<file path="config.mk">
export PLATFORM = sky130hd
export DESIGN_NAME = rgb_step_sequencer_flat
export DESIGN_NICKNAME = d
export VERILOG_FILES = /design/src/rtl/rgb_step_sequencer_if.sv /design/src/rtl/rgb_step_sequencer.sv /design/src/flat_wrapper.sv
export SDC_FILE = /design/constraint.sdc
export NUM_CORES = 1
export LEC_CHECK = 0
export CAP_MARGIN = 15
export CELL_PAD_IN_SITES_DETAIL_PLACEMENT = 1
export CELL_PAD_IN_SITES_GLOBAL_PLACEMENT = 1
export CORE_AREA = 2 2 214 216
export DETAILED_ROUTE_END_ITERATION = 8
export DIE_AREA = 0 0 216 218
export PLACE_DENSITY_LB_ADDON = 0.1
export SLEW_MARGIN = 15
export SYNTH_ARGS = -nofsm -noshare
export SYNTH_HDL_FRONTEND = slang
export SYNTH_SLANG_ARGS = --single-unit
</file>
<file path="constraint.sdc">
create_clock -name clk -period 3.35 [get_ports clk]
set_input_delay 0.5025 -clock clk [delete_from_list [all_inputs] [get_ports clk]]
set_output_delay 0.5025 -clock clk [all_outputs]
set_load 0.02 [all_outputs]
</file>
<file path="src/rtl/rgb_step_sequencer_if.sv">
`timescale 1ns/1ps
// Control/status bundle between the SPI register block and the RGB step sequencer.
interface rgb_step_sequencer_if #(
  parameter int SW = 3
);
  logic          i_wr_en;
  logic [SW+1:0] i_wr_addr;
  logic [7:0]    i_wr_data;
  logic [SW-1:0] i_last;
  logic          i_loop;
  logic [3:0]    i_speed;
  logic          i_start;
  logic          i_stop;
  logic [7:0]    o_r;
  logic [7:0]    o_g;
  logic [7:0]    o_b;
  logic          o_busy;
  logic [SW-1:0] o_step;
  logic          o_done;

  // Register block side: drives table writes and playback controls.
  modport master (
    output i_wr_en, i_wr_addr, i_wr_data, i_last, i_loop, i_speed, i_start, i_stop,
    input  o_r, o_g, o_b, o_busy, o_step, o_done
  );

  // Sequencer side.
  modport slave (
    input  i_wr_en, i_wr_addr, i_wr_data, i_last, i_loop, i_speed, i_start, i_stop,
    output o_r, o_g, o_b, o_busy, o_step, o_done
  );
endinterface

</file>
<file path="src/rtl/rgb_step_sequencer.sv">
`timescale 1ns/1ps
// RGB step sequencer: plays a table of colour steps, slewing each channel by
// one LSB per tick toward the step target, then holding for HOLD+1 ticks.
// Outputs only ever move by +/-1, so the downstream LED drivers never see a jump.
module rgb_step_sequencer #(
  parameter int STEPS = 8,
  parameter int SW    = 3
) (
  input logic                 clk,
  input logic                 rst,
  rgb_step_sequencer_if.slave bus
);

  typedef enum logic [2:0] {IDLE, LOAD0, LOAD1, FADE, HOLD} state_t;

  state_t        state_reg;
  logic [7:0]    r_reg, g_reg, b_reg;
  logic [7:0]    tr_reg, tg_reg, tb_reg;
  logic [7:0]    hold_reg;
  logic [SW-1:0] step_reg;
  logic          busy_reg;
  logic          done_reg;
  logic [15:0]   tick_cnt_reg;

  logic [7:0]    rd_r, rd_g, rd_b, rd_h;
  logic [15:0]   tick_term;
  logic          tick;
  logic          at_target;
  logic          at_last;
  logic [SW-1:0] step_inc;

  // Step table: one byte-wide RAM per field (0=R, 1=G, 2=B, 3=HOLD). The read
  // address is always the loaded step; a colliding write returns the old byte.
  genvar gi;
  generate
    for (gi = 0; gi < 4; gi++) begin : g_field
      logic [7:0] mem [STEPS];
      logic [7:0] rd_q;

      // Synchronous write of the addressed field, registered read of the current step.
      always_ff @(posedge clk) begin
        if (bus.i_wr_en && (bus.i_wr_addr[1:0] == 2'(gi))) begin
          mem[bus.i_wr_addr[SW+1:2]] <= bus.i_wr_data;
        end
        rd_q <= mem[step_reg];
      end
    end
  endgenerate

  assign rd_r = g_field[0].rd_q;
  assign rd_g = g_field[1].rd_q;
  assign rd_b = g_field[2].rd_q;
  assign rd_h = g_field[3].rd_q;

  // Terminal count follows i_speed live; an equality compare means a count
  // already past a newly lowered terminal simply wraps round without a tick.
  assign tick_term = 16'((17'd1 << bus.i_speed) - 17'd1);
  assign tick      = busy_reg && (tick_cnt_reg == tick_term);

  assign at_target = (r_reg == tr_reg) && (g_reg == tg_reg) && (b_reg == tb_reg);
  assign at_last   = (step_reg == bus.i_last);
  assign step_inc  = SW'(step_reg + 1'b1);

  // Move one LSB toward the target; equal channels stay put, so no wrap at 0/255.
  function automatic logic [7:0] slew(input logic [7:0] cur, input logic [7:0] tgt);
    if (cur < tgt) begin
      return cur + 8'd1;
    end else if (cur > tgt) begin
      return cur - 8'd1;
    end
    return cur;
  endfunction

  // Tick prescaler: free-runs while busy, restarts on every start pulse.
  always_ff @(posedge clk or posedge rst) begin
    if (rst) begin
      tick_cnt_reg <= 16'd0;
    end else if ((state_reg == IDLE) || bus.i_start) begin
      tick_cnt_reg <= 16'd0;
    end else if (tick) begin
      tick_cnt_reg <= 16'd0;
    end else begin
      tick_cnt_reg <= tick_cnt_reg + 16'd1;
    end
  end

  // Playback FSM with registered colour, step, busy and done outputs.
  always_ff @(posedge clk or posedge rst) begin
    if (rst) begin
      state_reg <= IDLE;
      r_reg     <= 8'd0;
      g_reg     <= 8'd0;
      b_reg     <= 8'd0;
      tr_reg    <= 8'd0;
      tg_reg    <= 8'd0;
      tb_reg    <= 8'd0;
      hold_reg  <= 8'd0;
      step_reg  <= '0;
      busy_reg  <= 1'b0;
      done_reg  <= 1'b0;
    end else begin
      done_reg <= 1'b0;
      if (bus.i_stop) begin
        // Stop freezes the colour where it is and never reports completion.
        state_reg <= IDLE;
        busy_reg  <= 1'b0;
      end else if (bus.i_start) begin
        // (Re)start from step 0 without clearing the colour: the fade starts from here.
        state_reg <= LOAD0;
        busy_reg  <= 1'b1;
        step_reg  <= '0;
      end else begin
        case (state_reg)
          IDLE: begin
            busy_reg <= 1'b0;
          end
          LOAD0: begin
            // RAM is reading step_reg this cycle.
            state_reg <= LOAD1;
          end
          LOAD1: begin
            tr_reg    <= rd_r;
            tg_reg    <= rd_g;
            tb_reg    <= rd_b;
            hold_reg  <= rd_h;
            state_reg <= FADE;
          end
          FADE: begin
            if (tick) begin
              if (at_target) begin
                state_reg <= HOLD;
              end else begin
                r_reg <= slew(r_reg, tr_reg);
                g_reg <= slew(g_reg, tg_reg);
                b_reg <= slew(b_reg, tb_reg);
              end
            end
          end
          HOLD: begin
            if (tick) begin
              if (hold_reg != 8'd0) begin
                hold_reg <= hold_reg - 8'd1;
              end else if (!at_last) begin
                // Also covers a step beyond a lowered i_last: wraps modulo STEPS.
                step_reg  <= step_inc;
                state_reg <= LOAD0;
              end else if (bus.i_loop) begin
                step_reg  <= '0;
                state_reg <= LOAD0;
              end else begin
                state_reg <= IDLE;
                busy_reg  <= 1'b0;
                done_reg  <= 1'b1;
              end
            end
          end
          default: begin
            state_reg <= IDLE;
            busy_reg  <= 1'b0;
          end
        endcase
      end
    end
  end

  assign bus.o_r    = r_reg;
  assign bus.o_g    = g_reg;
  assign bus.o_b    = b_reg;
  assign bus.o_busy = busy_reg;
  assign bus.o_step = step_reg;
  assign bus.o_done = done_reg;

endmodule

</file>
<file path="src/flat_wrapper.sv">
// flat-port wrapper written by rule: the top's interface ports become plain ports
module rgb_step_sequencer_flat 
#(
  parameter int STEPS = 8,
  parameter int SW    = 3
)
  (clk, rst, bus_i_wr_en, bus_i_wr_addr, bus_i_wr_data, bus_i_last, bus_i_loop, bus_i_speed, bus_i_start, bus_i_stop, bus_o_r, bus_o_g, bus_o_b, bus_o_busy, bus_o_step, bus_o_done);
  rgb_step_sequencer_if #(.SW(SW)) bus_i ();
  input logic clk;
  input logic rst;
  input wire logic [$bits(bus_i.i_wr_en)-1:0] bus_i_wr_en;
  input wire logic [$bits(bus_i.i_wr_addr)-1:0] bus_i_wr_addr;
  input wire logic [$bits(bus_i.i_wr_data)-1:0] bus_i_wr_data;
  input wire logic [$bits(bus_i.i_last)-1:0] bus_i_last;
  input wire logic [$bits(bus_i.i_loop)-1:0] bus_i_loop;
  input wire logic [$bits(bus_i.i_speed)-1:0] bus_i_speed;
  input wire logic [$bits(bus_i.i_start)-1:0] bus_i_start;
  input wire logic [$bits(bus_i.i_stop)-1:0] bus_i_stop;
  output wire logic [$bits(bus_i.o_r)-1:0] bus_o_r;
  output wire logic [$bits(bus_i.o_g)-1:0] bus_o_g;
  output wire logic [$bits(bus_i.o_b)-1:0] bus_o_b;
  output wire logic [$bits(bus_i.o_busy)-1:0] bus_o_busy;
  output wire logic [$bits(bus_i.o_step)-1:0] bus_o_step;
  output wire logic [$bits(bus_i.o_done)-1:0] bus_o_done;
  assign bus_i.i_wr_en = bus_i_wr_en;
  assign bus_i.i_wr_addr = bus_i_wr_addr;
  assign bus_i.i_wr_data = bus_i_wr_data;
  assign bus_i.i_last = bus_i_last;
  assign bus_i.i_loop = bus_i_loop;
  assign bus_i.i_speed = bus_i_speed;
  assign bus_i.i_start = bus_i_start;
  assign bus_i.i_stop = bus_i_stop;
  assign bus_o_r = bus_i.o_r;
  assign bus_o_g = bus_i.o_g;
  assign bus_o_b = bus_i.o_b;
  assign bus_o_busy = bus_i.o_busy;
  assign bus_o_step = bus_i.o_step;
  assign bus_o_done = bus_i.o_done;
  rgb_step_sequencer #(.STEPS(STEPS), .SW(SW)) u_core (.clk(clk), .rst(rst), .bus(bus_i));
endmodule
</file>
==> reports/metrics.cfg <==
[run_status]
status=finished clean

[timing]
hold_viol=0
setup_violations=0
holdWs_ps=371.8
worstMarginPinSlew_ps=828.5
fmax_mhz=308.3
post-route-min-period_ps=3244
grt_setup_unrepaired=yes
post-route-period-util=0.9683
maxSlewViolCount=0
fin_ws_ps=106.1
slew-limit-headroom=0.4456
fin_worst_skew_ps=28.65

[floorplan]
core_area_sq_mm=0.04489
start_util=0.3560
die_area_sq_mm=0.04709
die_h_microns=218
pin_count=55
row_count=78
fp.dieW_microns=216

[cts]
cts_tree=done
clk_pin_slew_ps=60
cts_made_buffers=42
postCtsHoldBufs=0
htree_levels=2
root_buffer=clkbuf_16
worstSkewPairLatency_ps=570
clock_path_buffers=3
clock-sinks=368

[detailed_routing]
via_count=9385
wirelength_microns=37640
first_pass_iters=4
wl_per_cell_microns=20.06
routed_via_density=5.003
drc_errors=0
drt.antenna.violating_nets=0
first_iter_violations=488

[synth]
synthXorXnorAreaFrac=0.02576
async_flop_share=0.2174
yosysUniqueCellTypes=61
synth_area_sq_mm=0.01598
synth_fa_ha_area_frac=0.04055
synth_ff_type=edfxtp_1
synth_seq_cells=368
ys_warn_count=0
synth_compound_area_frac=0.05316
syn_nets=1147
ys_seq_area_frac=0.6464
syn_avg_cell_area_sq_um=14.92
synthMuxAreaShare=0.1282
syn_inst=1071
synth_top_family_by_area=multiplexers
synthSimpleGateAreaFrac=0.08534
synth_edf_count=256

[final_layout]
num_antenna_cells=0
n_fill_cell=4530
multi_input_area_sq_mm=0.005393
nets=1318
largest_reg_flops=256
area_growth_pct=22.21
drive_gt1_frac=0.2586
final_cell_area_sq_mm=0.01953
final-seq-area_sq_mm=0.01034
layoutNonFillerInstCount=1876

[worst_setup_path]
r2r_cells=12
slowest_delay_ps=480
timing.rr.start=u_core.bus.o_b[7]
worstReg2RegEnd=u_core.bus.o_b[7]
required_ps=3780
r2r_setup_slack_ps=190
cp_slowest_cell=clkdlybuf4s50_1
cp.depth=12
cp.arrival_ps=3670
crit_buf_inv=2
cp-end-kind=flip-flop
crit_chain=clkdlybuf4s50_1 -> nor3_2 -> nand2_1 -> ha_2 -> or3b_1 -> a211o_1 -> a21oi_1 -> o211ai_1 -> or3_4 -> buf_12 -> o311a_1 -> or3_1
cp-start-kind=primary input
critPathKind=in -> reg
cpLargestDelayFamily=simple AND/OR/NAND/NOR gates
crit_fanout=9

[global_route]
grt_max_degree=54
grt_pass1_vias=10070
gr-total-overflow=0
grt_antenna_before_repair=0
grt_pass1_wl_microns=59320
grtUsageTotal=0.1637

[power]
p_leak_nw=7.258
ir_drop_v=0.0003627
powerDensity_mw_per_mm2=526.7

[place]
placed_cells=1792
placed_cell_area_sq_mm=0.01803
pre_cts_slack_ps=-477.1
gp_congestion=0.7624
portBuffers=54
hpwl_microns=24830

[run]
max_cap_violations=0

[min_path]
hold_path_class=in -> async

synthesized netlist by cell type, types with 3 or more instances:
master    instances  area, sq um
edfxtp_1        256         7687
mux2_2           53        596.8
ha_1             47        588.1
o41ai_1           3        26.28
or3b_2            3        26.28
and3_1           15        93.84
fa_1              3        60.06
xnor2_1          30        262.8
or3_1            10        62.56
dfxtp_1          32        640.6
o21bai_1          3        22.52
nand2_1          68        255.2
and4_1            3        26.28
mux4_2           64         1441
nand2b_1          5        31.28
and2_1            4        25.02
a21o_1           13        97.59
xor2_1           17        148.9
a211o_1           3        26.28
clkbuf_1         22        82.58
buf_2             8        40.04
nand3_1          13        65.06
a21oi_1          36        180.2
nor3_1           20        100.1
a32oi_1           3        26.28
buf_1            12        45.04
a211oi_1          3        22.52
nor2b_1           4        25.02
nor3_4            3        48.80
dfrtp_1          80         2002
nor4_1           11        68.82
nand4_1           8        50.05
o31ai_1           3        22.52
nand3b_1          9        67.56
o21ai_0          43        215.2
nor2_1           84        315.3
inv_1            39        146.4
o211ai_1          6        45.04
repair_timing:
action,CTS,global route
gates resized for setup,1,17
setup buffers,0,6
endpoints found under the setup margin,1,15
pin swaps,0,7
layer usage:
layer / vias to the layer above / global-route usage / wire length [microns]
met3: 43 / 0.02427 / 1038
met4: 0 / 0.04726 / 711
met2: 116 / 0.2678 / 17850
li1: 4419 / - / -
met1: 4807 / 0.2273 / 18030
met5: - / 0 / 0
metrics by stage:
stage | setup TNS [ps] | utilization | total power, mW
after floorplan | 0 | - | 5.509
after global placement | -12700 | 0.4015 | 5.773
after detailed placement | -15660 | 0.4015 | 5.792
after CTS | 0 | 0.4329 | 10.44
after global routing | -42.81 | 0.4351 | 10.69
final | 0 | 0.4351 | 10.29
worst max-delay path by stage:
stage / slack (ps) / startpoint / end
after floorplan: 10 / bus_i_speed[3] / u_core.bus.o_g[1]
after global placement: -450 / bus_i_speed[3] / u_core.bus.o_b[7]
after detailed placement: -480 / bus_i_speed[3] / u_core.bus.o_b[7]
after CTS: 2 / u_core.bus.o_b[0] / u_core.bus.o_b[7]
after global routing: -30 / u_core.bus.o_b[0] / u_core.bus.o_b[7]
final: 110 / bus_i_speed[2] / u_core.hold_reg[3]
final cells by class:
| cell class | instances | share of cell area |
|---|---|---|
| flip-flops and latches | 368 | 0.5293 |
| multi-input cells | 620 | 0.2761 |
| repair buffers | 171 | 0.07687 |
| clock buffers | 65 | 0.06349 |
| well taps | 600 | 0.03844 |
| clock inverters | 13 | 0.008264 |
| inverters | 39 | 0.007559 |
cell usage in the layout, fill, tap and decap left out, types with 5 or more instances in the layout:
master and count:
edfxtp_1 256, buf_4 110, nor2_1 84, dfrtp_1 76
nand2_1 67, mux4_2 64, mux2_2 53, clkdlybuf4s50_1 53
ha_1 46, clkbuf_16 44, o21ai_0 40, inv_1 37
a21oi_1 32, dfxtp_1 32, xnor2_1 30, nor3_1 19
xor2_1 17, clkbuf_1 15, and3_1 14, a21o_1 13
nand3_1 13, nor4_1 9, nand3b_1 9, or3_1 9
nand4_1 8, buf_12 7, o211ai_1 6, clkinv_2 6
clkbuf_8 6, nand2b_1 5
cells by family after synthesis:
group,Yosys count
compound gates,135
xor+xnor,47
fa+ha+maj,50
buf+inv,83
flops,368
mux,118
simple gates,270
worst reg2reg max path: cells and delay by family (launching register included):
kind | cells | cell delay, ps
AND/OR/NAND/NOR | 1 | 410
XOR/XNOR | 2 | 370
AO/OA/AOI/OAI | 6 | 1100
buffers and inverters | 1 | 160
adder cells (fa/ha/maj) | 2 | 660
flip-flops | 1 | 390
report_power, final:
part	total, mW	internal (mW)	switching, mW
Combinational	0.597	0.234	0.362
Clock	4.59	2.73	1.86
Sequential	5.10	5.02	0.0746
Total	10.3	7.99	2.30
(Power assumes the default switching activity.)
